[config.mk]
export PLATFORM = sky130hd
export DESIGN_NAME = dot_accumulator
export DESIGN_NICKNAME = d
export VERILOG_FILES = /design/src/rtl/dot_accumulator_pkg.sv /design/src/rtl/dot_accumulator.sv
export SDC_FILE = /design/constraint.sdc
export NUM_CORES = 1
export LEC_CHECK = 0
export ABC_AREA = 1
export CORE_ASPECT_RATIO = 0.8
export CORE_MARGIN = 2
export CORE_UTILIZATION = 50
export CTS_CLUSTER_DIAMETER = 40
export DETAILED_ROUTE_END_ITERATION = 16
export PLACE_DENSITY_LB_ADDON = 0.08
export SLEW_MARGIN = 20
export SYNTH_ARGS = -nofsm -noshare
export SYNTH_HDL_FRONTEND = slang
export SYNTH_SLANG_ARGS = --single-unit
[constraint.sdc]
create_clock -name clk -period 2.87 [get_ports clk]
set_input_delay 0.4305 -clock clk [delete_from_list [all_inputs] [get_ports clk]]
set_output_delay 0.4305 -clock clk [all_outputs]
set_load 0.005 [all_outputs]
[src/rtl/dot_accumulator_pkg.sv]
// Shared definitions for the dot-product accumulator.
// Holds the width helpers that size the accumulator and the term counter,
// and the two-state encoding used by the accumulate/hold controller.
package dot_accumulator_pkg;

  // Default operand width and maximum terms per group.
  localparam int DEFAULT_W = 4;
  localparam int DEFAULT_N = 4;

  // Accumulator width: a 2*w-bit product summed n times needs $clog2(n)
  // extra bits, so n*(2^(2w)-1) can never overflow.
  function automatic int acc_width(input int w, input int n);
    return 2 * w + $clog2(n);
  endfunction

  // Term counter width: must be able to represent the value n itself.
  function automatic int cnt_width(input int n);
    return $clog2(n + 1);
  endfunction

  // Controller states.
  typedef enum logic {
    ACCUM = 1'b0,
    HOLD  = 1'b1
  } state_e;

endpackage

[src/rtl/dot_accumulator.sv]
// dot_accumulator: MAC back-end that sums a stream of unsigned products into
// groups of up to N terms and presents each group sum with its term count.
//
// Ports:
//   clk        - rising-edge clock
//   rst        - synchronous active-high reset
//   in_valid   - in_prod is valid
//   in_ready   - block accepts a product this cycle (high in ACCUM)
//   in_prod    - unsigned 2*W-bit product
//   in_last    - accepted product closes the group early
//   out_valid  - out_sum/out_count are valid (high in HOLD)
//   out_ready  - consumer takes the result
//   out_sum    - unsigned group sum, ACC_W bits
//   out_count  - number of terms in the group, 1..N
module dot_accumulator
  import dot_accumulator_pkg::*;
#(
  parameter int W = DEFAULT_W,
  parameter int N = DEFAULT_N,
  localparam int ACC_W = acc_width(W, N),
  localparam int CW = cnt_width(N)
) (
  input  logic             clk,
  input  logic             rst,
  input  logic             in_valid,
  output logic             in_ready,
  input  logic [2*W-1:0]   in_prod,
  input  logic             in_last,
  output logic             out_valid,
  input  logic             out_ready,
  output logic [ACC_W-1:0] out_sum,
  output logic [CW-1:0]    out_count
);

  state_e           state_q, state_d;
  logic [ACC_W-1:0] acc_q, acc_d;
  logic [CW-1:0]    cnt_q, cnt_d;
  logic [ACC_W-1:0] out_sum_q, out_sum_d;
  logic [CW-1:0]    out_count_q, out_count_d;

  logic [ACC_W-1:0] sum_next;
  logic [CW-1:0]    cnt_next;

  // Next-state and datapath. The closing product is folded straight into
  // the result register so the accumulator is already clear for the next
  // group when HOLD is entered. No accept happens in HOLD, so products
  // offered there simply wait for in_ready to return.
  always_comb begin
    state_d     = state_q;
    acc_d       = acc_q;
    cnt_d       = cnt_q;
    out_sum_d   = out_sum_q;
    out_count_d = out_count_q;
    sum_next    = acc_q + ACC_W'(in_prod);
    cnt_next    = cnt_q + CW'(1);

    case (state_q)
      ACCUM: begin
        if (in_valid) begin
          if ((cnt_next == CW'(N)) || in_last) begin
            out_sum_d   = sum_next;
            out_count_d = cnt_next;
            acc_d       = '0;
            cnt_d       = '0;
            state_d     = HOLD;
          end else begin
            acc_d = sum_next;
            cnt_d = cnt_next;
          end
        end
      end
      HOLD: begin
        if (out_ready) begin
          state_d = ACCUM;
        end
      end
    endcase
  end

  // State and result registers; reset discards any partial or held group.
  always_ff @(posedge clk) begin
    if (rst) begin
      state_q     <= ACCUM;
      acc_q       <= '0;
      cnt_q       <= '0;
      out_sum_q   <= '0;
      out_count_q <= '0;
    end else begin
      state_q     <= state_d;
      acc_q       <= acc_d;
      cnt_q       <= cnt_d;
      out_sum_q   <= out_sum_d;
      out_count_q <= out_count_d;
    end
  end

  // Handshake outputs are pure decodes of the state register.
  assign in_ready  = (state_q == ACCUM);
  assign out_valid = (state_q == HOLD);
  assign out_sum   = out_sum_q;
  assign out_count = out_count_q;

endmodule

==> results of run 1 <==
sequential cells by signal, summed over array words and instances (netlist names):
signal and count:
out_sum 10, out_count 3, out_valid 1, cnt_q 3, acc_q 10
power breakdown:
group	switching, W	leakage [nW]	internal, W
combinational	0.0000958	0.604	0.0000846
sequential	0.0000122	0.221	0.000396
clock	0.000118	0.0228	0.0000996
total	0.000226	0.848	0.000580
per-stage QoR:
stage	cells	util [%]	setup WS (ns)	area (um^2)	hold WS [ns]
global route	272	65.3	0.602	1830	0.497
global placement	268	63.7	0.575	1790	0.457
CTS	272	65.3	0.778	1830	0.473
floorplan	207	-	1.14	1490	0.445
finish	272	65.3	0.774	1830	0.468
detailed placement	268	63.7	0.500	1790	0.460
routing by layer:
metal	part of all wire (%)	wire length [um]	track usage, %
met4	1.3	43	6.25
met1	47	1580	26.4
met3	3.2	107	4.89
met5	0	0	0
met2	48	1620	41.6
final cells by class:
cell class	count	area, um^2
Fill cell	278	973
Tap cell	38	47.5
Sequential cell	27	541
Clock buffer	4	45.0
Multi-Input combinational cell	151	830
Timing Repair Buffer	29	285
Inverter	23	86.3
critical path, stage by stage:
cell                              delay (ns)
sky130_fd_sc_hd__clkdlybuf4s50_1        0.47
sky130_fd_sc_hd__ha_1                   0.20
sky130_fd_sc_hd__inv_1                  0.07
sky130_fd_sc_hd__fa_1                   0.42
sky130_fd_sc_hd__o21ai_2                0.25
sky130_fd_sc_hd__nand2_2                0.09
sky130_fd_sc_hd__nand2_1                0.07
sky130_fd_sc_hd__nand2_1                0.07
sky130_fd_sc_hd__nand2_1                0.09
sky130_fd_sc_hd__a21o_1                 0.11
sky130_fd_sc_hd__inv_1                  0.03
cells in the final DEF, fill, tap and decap left out, drive strengths merged, types with 2 or more instances in the layout:
cell type      synthesis  layout
nand2                 59      59
nor2                  28      28
dfxtp                 27      27
clkdlybuf4s50          0      27
inv                   23      23
a21oi                 19      19
o21ai                 11      11
ha                    10      10
nand3                 10      10
clkbuf                 1       4
xor2                   2       2
a21o                   2       2
buf                    5       2
nand3b                 2       2
path summary, 6_finish.rpt:
kind                                             from                 endpoint  slack (ns)  cells past startpoint
worst max register to register  acc_q[0]$_SDFFE_PP0P_  out_sum[6]$_SDFFE_PP0P_        1.07                     10
worst min register to register  cnt_q[2]$_SDFFE_PP0P_    cnt_q[2]$_SDFFE_PP0P_        0.47                      2
worst max-delay path                       in_prod[0]  out_sum[6]$_SDFFE_PP0P_        0.77                     11
worst min-delay path            cnt_q[2]$_SDFFE_PP0P_    cnt_q[2]$_SDFFE_PP0P_        0.47                      2
kinds of logic after synthesis:
kind of cell	after synthesis	share of synthesized area [%]
AND/OR/NAND/NOR	102	30.0
buffers and inverters	29	8.14
AO/OA/AOI/OAI	35	14.2
adder cells (fa/ha/maj)	11	9.73
XOR/XNOR	3	1.76
flip-flops	27	36.2
==> metrics.json, run 1 <==
{
  "floorplan": {
    "core_mm2": 0.00281,
    "die_w_um": 65.1,
    "die_h_um": 52.9,
    "num_io_pins": 28,
    "rows": 17,
    "initial_core_util_pct": 53.1,
    "dieArea_mm2": 0.00344
  },
  "grt": {
    "gr-total-overflow": 0,
    "grt_max_degree": 15,
    "antenna_found_initial": 0,
    "first_pass_grt_wire_length_mm": 5.81,
    "first_global_vias": 1333,
    "track_usage_pct": 22.4
  },
  "synthesis": {
    "yosys.area.top_type": "sky130_fd_sc_hd__dfxtp_1",
    "edff_count_synth": 0,
    "ys_ff_latch": 27,
    "synthDistinctLibCells": 31,
    "syn-num-nets": 231,
    "synthCells": 207,
    "prevailing_post_synth_register_cell": "sky130_fd_sc_hd__dfxtp_1",
    "synth_most_common_cell": "sky130_fd_sc_hd__nand2_1",
    "yosysSeqAreaShare_pct": 36.2,
    "avgSynthCellArea_um2": 7.20,
    "netlist_area_mm2": 0.00149,
    "synth_commonest_cells": "sky130_fd_sc_hd__nand2_1, sky130_fd_sc_hd__dfxtp_1, sky130_fd_sc_hd__nor2_1",
    "synth-async-reset-ratio_pct": 0,
    "synth_area_leaders": "sky130_fd_sc_hd__dfxtp_1, sky130_fd_sc_hd__nand2_1, sky130_fd_sc_hd__ha_1",
    "synth_warnings": 0,
    "yosys.area.top_type_share_pct": 36.2
  },
  "power_and_ir_drop": {
    "leakage_power_nw": 0.848,
    "ir_drop_v": 0.000237,
    "fin_total_pwr_w": 0.000806,
    "power_per_cell_area_mw_per_mm2": 439
  },
  "route": {
    "final_antenna_net_count": 0,
    "route.final.wire_length_mm": 3.35,
    "drt_pre_antenna_iters": 4,
    "detail_route.iter0.violations": 50,
    "viasPerCell": 5.04,
    "post_drt_wl_per_cell_um": 12.3,
    "via_count": 1370,
    "detail_route.drc_violations": 0
  },
  "sta": {
    "rsz0062_at_grt": "false",
    "slew_headroom_pct": 61.6,
    "clock-skew-final_ns": 0.0131,
    "final-setup-viol-count": 0,
    "finalCriticalPeriod_ns": 2.10,
    "final_max_slew_viol_count": 0,
    "hold_violations_final": 0,
    "timing.fmax_ghz": 0.477,
    "tightest_slew_ns": 0.574,
    "timing.setup.tns_ns": 0,
    "min_period_over_period_pct": 73.0
  },
  "clocking": {
    "postCtsHoldBufs": 0,
    "cts.repair.resized": 0,
    "total_cts_buffers": 3,
    "worst_setup_hold_path_clk_slew_ns": 0.10,
    "cts-root-to-sink-buffers": 2,
    "cts-root-buf": "sky130_fd_sc_hd__clkbuf_8",
    "cts_htree_levels": 1,
    "clock_latency_ns": 0.28,
    "cts.repair_timing.setup_buffer_count": 0,
    "tritoncts_num_sinks": 27,
    "tritoncts_clock_tree": "yes"
  },
  "setup_path": {
    "required_ns": 3.06,
    "critPathKind": "in2reg",
    "worst_setup_path_end_kind": "register",
    "crit_fanout": 3,
    "worst_ep_arrival_time_ns": 2.29,
    "critical_path.startpoint_type": "input pin"
  },
  "final_layout": {
    "antenna-diode-count": 0,
    "final_net_count": 259,
    "area.growth.synth_to_final_pct": 23.0,
    "drive_gt1_share_pct": 8.97
  },
  "placement": {
    "place.detailed.hpwl_mm": 2.49,
    "globalplace.congestion": 0.810,
    "count_of_port_buffers_added_during_placement": 27
  },
  "job": {
    "cap_viol_max_count": 0
  },
  "hold_path": {
    "holdCritPathClass": "reg2reg"
  },
  "status": {
    "status": "complete, no violations"
  }
}
Note: power is estimated with default switching activity, not from simulation.
==> run 2: changes to the inputs <==
--- a/config.mk
+++ b/config.mk
@@ -8,7 +8,7 @@
 export ABC_AREA = 1
 export CORE_ASPECT_RATIO = 0.8
 export CORE_MARGIN = 2
-export CORE_UTILIZATION = 50
+export CORE_UTILIZATION = 46
 export CTS_CLUSTER_DIAMETER = 40
 export DETAILED_ROUTE_END_ITERATION = 16
 export PLACE_DENSITY_LB_ADDON = 0.08
==> constraint.sdc (replaced) <==
create_clock -name clk -period 1.8 [get_ports clk]
set_input_delay 0.27 -clock clk [delete_from_list [all_inputs] [get_ports clk]]
set_output_delay 0.27 -clock clk [all_outputs]
set_load 0.005 [all_outputs]
==> run 2 against run 1 <==
  * Setup slack worse by 0.70 ns
  * Sequential power grew 60%
  * Hold slack improved by 0.010 ns
  * Cell count up 5.5%
  * Clock power grew 64%
==> metrics.json, run 2 (synthesized netlist as in run 1, its figures left out) <==
{
  "sta": {
    "min_period_over_period_pct": 95.7,
    "finalCriticalPeriod_ns": 1.72,
    "final_max_slew_viol_count": {"value": 0, "change": "unchanged"},
    "timing.setup.tns": {"value": 0, "unit": "ns", "change": "unchanged"},
    "final-setup-viol-count": {"value": 0, "change": "unchanged"},
    "timing.fmax_ghz": 0.580,
    "hold_slack": {"value": 0.479, "unit": "ns", "change": "+0.0102 ns"},
    "tightest_slew": {"value": 0.242, "unit": "ns", "change": "-0.333 ns"},
    "rsz0062_at_grt": "true",
    "slew_headroom": {"value": 83.9, "unit": "%", "change": "+22 points"},
    "hold_violations_final": {"value": 0, "change": "unchanged"},
    "clock-skew-final": {"value": 0.00228, "unit": "ns", "change": "-0.0108 ns"}
  },
  "power_and_ir_drop": {
    "pwr-share-clk": {"value": 26.7, "unit": "%", "change": "-0.2 points"},
    "pwr-share-comb": {"value": 24.2, "unit": "%", "change": "+1.8 points"},
    "cell_internal_pwr": {"value": 0.000952, "unit": "W", "change": "+64%"},
    "power.net_switching": {"value": 0.000377, "unit": "W", "change": "+67%"},
    "p_sw_share": {"value": 28.4, "unit": "%", "change": "+0.39 points"},
    "power_per_cell_area": {"value": 676, "unit": "mW/mm^2", "change": "+54%"},
    "seq_power_share": {"value": 49.1, "unit": "%", "change": "-1.6 points"},
    "ir_drop": {"value": 0.000597, "unit": "V", "change": "+150%"},
    "leakage_power": {"value": 0.911, "unit": "nW", "change": "+7.5%"}
  },
  "setup_path": {
    "crit_fanout": {"value": 3, "change": "unchanged"},
    "critical_path.startpoint_type": "input pin",
    "timing.critical_path.slowest_stage_cell": "sky130_fd_sc_hd__clkdlybuf4s50_1",
    "critPathKind": "in2reg",
    "worst_ep_arrival_time": {"value": 1.91, "unit": "ns", "change": "-0.38 ns"},
    "crit_path_frequent_cell": "sky130_fd_sc_hd__nand2_1",
    "worst_setup_path_end_kind": "register",
    "cp_slowest_stage_delay": {"value": 0.46, "unit": "ns", "change": "about the same"},
    "timing.critical_path.cells": "clkdlybuf4s50_1, ha_1, inv_1, fa_2, o21ai_4, nand2_1, nand2_1, nand2_1, nand2_1, nand2_1, nand2_1, inv_1",
    "required": {"value": 1.98, "unit": "ns", "change": "-1.08 ns"}
  },
  "final_layout": {
    "area.growth.synth_to_final_pct": 31.8,
    "drive_gt1_share": {"value": 15.4, "unit": "%", "change": "+6.4 points"},
    "layout.cells.most_common": "sky130_fd_sc_hd__nand2_1",
    "layout.cells.most_common_list": "sky130_fd_sc_hd__nand2_1, sky130_fd_sc_hd__dfxtp_1, sky130_fd_sc_hd__clkdlybuf4s50_1",
    "final-instance-count-excl-fill": {"value": 287, "change": "+5.5%"},
    "post-route-util": {"value": 63.7, "unit": "%", "change": "-1.6 points"},
    "final_net_count": {"value": 272, "change": "+5.0%"},
    "antenna-diode-count": {"value": 0, "change": "unchanged"}
  },
  "route": {
    "via_count": {"value": 1397, "change": "+2.0%"},
    "m1WireLength": {"value": 1.62, "unit": "mm", "change": "+2.7%"},
    "post_drt_wl_per_cell": {"value": 11.7, "unit": "um", "change": "-5.4%"},
    "detail_route.drc_violations": {"value": 0, "change": "unchanged"},
    "final_antenna_net_count": {"value": 0, "change": "unchanged"},
    "drt_pre_antenna_iters": {"value": 4, "change": "unchanged"},
    "top_layer_used_by_detailed_routing": "met4",
    "met2_wl": {"value": 1.57, "unit": "mm", "change": "-3.0%"},
    "route.final.wire_length": {"value": 3.34, "unit": "mm", "change": "-0.18%"},
    "wl_met3": {"value": 142, "unit": "um", "change": "+33%"},
    "detail_route.iter0.violations": {"value": 52, "change": "+4.0%"},
    "viasPerCell": {"value": 4.87, "change": "-3.4%"}
  },
  "floorplan": {
    "die_w": {"value": 67.7, "unit": "um", "change": "+4.0%"},
    "dieArea": {"value": 0.00372, "unit": "mm^2", "change": "+8.1%"},
    "core": {"value": 0.00309, "unit": "mm^2", "change": "+9.9%"},
    "num_io_pins": {"value": 28, "change": "unchanged"},
    "initial_core_util": {"value": 48.3, "unit": "%", "change": "-4.8 points"},
    "die_h": {"value": 54.9, "unit": "um", "change": "+3.9%"},
    "rows": {"value": 18, "change": "+1"}
  },
  "clocking": {
    "total_cts_buffers": {"value": 3, "change": "unchanged"},
    "cts_htree_levels": {"value": 1, "change": "unchanged"},
    "tritoncts_num_sinks": {"value": 27, "change": "unchanged"},
    "worst_setup_hold_path_clk_slew": {"value": 0.10, "unit": "ns", "change": "about the same"},
    "cts-root-buf": "sky130_fd_sc_hd__clkbuf_8",
    "cts-root-to-sink-buffers": {"value": 2, "change": "unchanged"},
    "clock_latency": {"value": 0.27, "unit": "ns", "change": "about the same"},
    "tritoncts_clock_tree": "yes"
  },
  "hold_path": {
    "holdCritPathClass": "reg2reg"
  },
  "grt": {
    "gr-total-overflow": {"value": 0, "change": "unchanged"},
    "antenna_found_initial": {"value": 0, "change": "unchanged"},
    "track_usage": {"value": 20.3, "unit": "%", "change": "-2.1 points"},
    "first_global_vias": {"value": 1313, "change": "-1.5%"},
    "grt_max_degree": {"value": 20, "change": "+5"},
    "first_pass_grt_wire_length": {"value": 5.63, "unit": "mm", "change": "-3.1%"}
  },
  "placement": {
    "count_of_port_buffers_added_during_placement": {"value": 27, "change": "unchanged"},
    "place.detailed.hpwl": {"value": 2.50, "unit": "mm", "change": "+0.78%"},
    "globalplace.congestion": {"value": 0.831, "change": "+2.6%"},
    "place.detailed.instances": {"value": 282, "change": "+5.2%"}
  },
  "job": {
    "cap_viol_max_count": {"value": 0, "change": "unchanged"}
  },
  "status": {
    "status": "complete, no violations"
  }
}
==> run 2: routing by layer <==
metal	up-vias	track usage [%]
met5	-	0
met4	0	2.04
met3	2	5.06
met2	30	36.4
met1	624	25.8
li1	741	-
==> run 2: power by group through the flow <==
stage          clock (W)  combinational [W]  sequential [W]
2_1_floorplan          0           0.000174        0.000664
3_3_place_gp           0           0.000310        0.000664
3_5_place_dp           0           0.000312        0.000666
4_1_cts         0.000375           0.000316        0.000652
5_1_grt         0.000391           0.000362        0.000656
6_report        0.000355           0.000322        0.000652
==> run 2: through the flow <==
stage | total power [W] | area (um^2) | worst slack, ns
after global routing | 0.00141 | 1970 | -0.0132
after floorplan | 0.000838 | 1490 | 0.188
final | 0.00133 | 1970 | 0.0770
after CTS | 0.00134 | 1930 | 0.0560
after detailed placement | 0.000977 | 1880 | -0.327
after global placement | 0.000974 | 1880 | -0.312
==> run 2: what timing repair did <==
| action | in CTS | in global routing |
|---|---|---|
| hold buffers | 0 | 0 |
| resized for setup | 1 | 3 |
| pin swaps | 1 | 1 |
| endpoints found under the setup margin | 4 | 4 |
| setup buffers | 0 | 1 |
==> run 2: cell type report <==
| type | count | area [um^2] |
|---|---|---|
| multi-input combinational | 151 | 857 |
| sequential | 27 | 541 |
| inverter | 23 | 86.3 |
| clock inverter | 1 | 7.51 |
| clock buffer | 3 | 41.3 |
| timing repair buffer | 42 | 383 |
| fill | 280 | 1120 |
| tap | 40 | 50.0 |
==> run 2: path summary, 6_finish.rpt <==
| path | startpoint | endpoint | slack (ns) | depth (start not counted) |
|---|---|---|---|---|
| hold / removal | acc_q[2]$_SDFFE_PP0P_ | acc_q[2]$_SDFFE_PP0P_ | 0.48 | 2 |
| setup reg to reg | acc_q[0]$_SDFFE_PP0P_ | out_sum[8]$_SDFFE_PP0P_ | 0.19 | 11 |
| setup / recovery | in_prod[0] | out_sum[8]$_SDFFE_PP0P_ | 0.08 | 12 |
| hold reg to reg | acc_q[2]$_SDFFE_PP0P_ | acc_q[2]$_SDFFE_PP0P_ | 0.48 | 2 |
==> run 2: critical path, delay by kind of cell <==
kind / cells / cell delay, ns
adder cells (fa/ha/maj): 2 / 0.53
AO/OA/AOI/OAI: 1 / 0.18
AND/OR/NAND/NOR: 6 / 0.38
buffers and inverters: 3 / 0.55
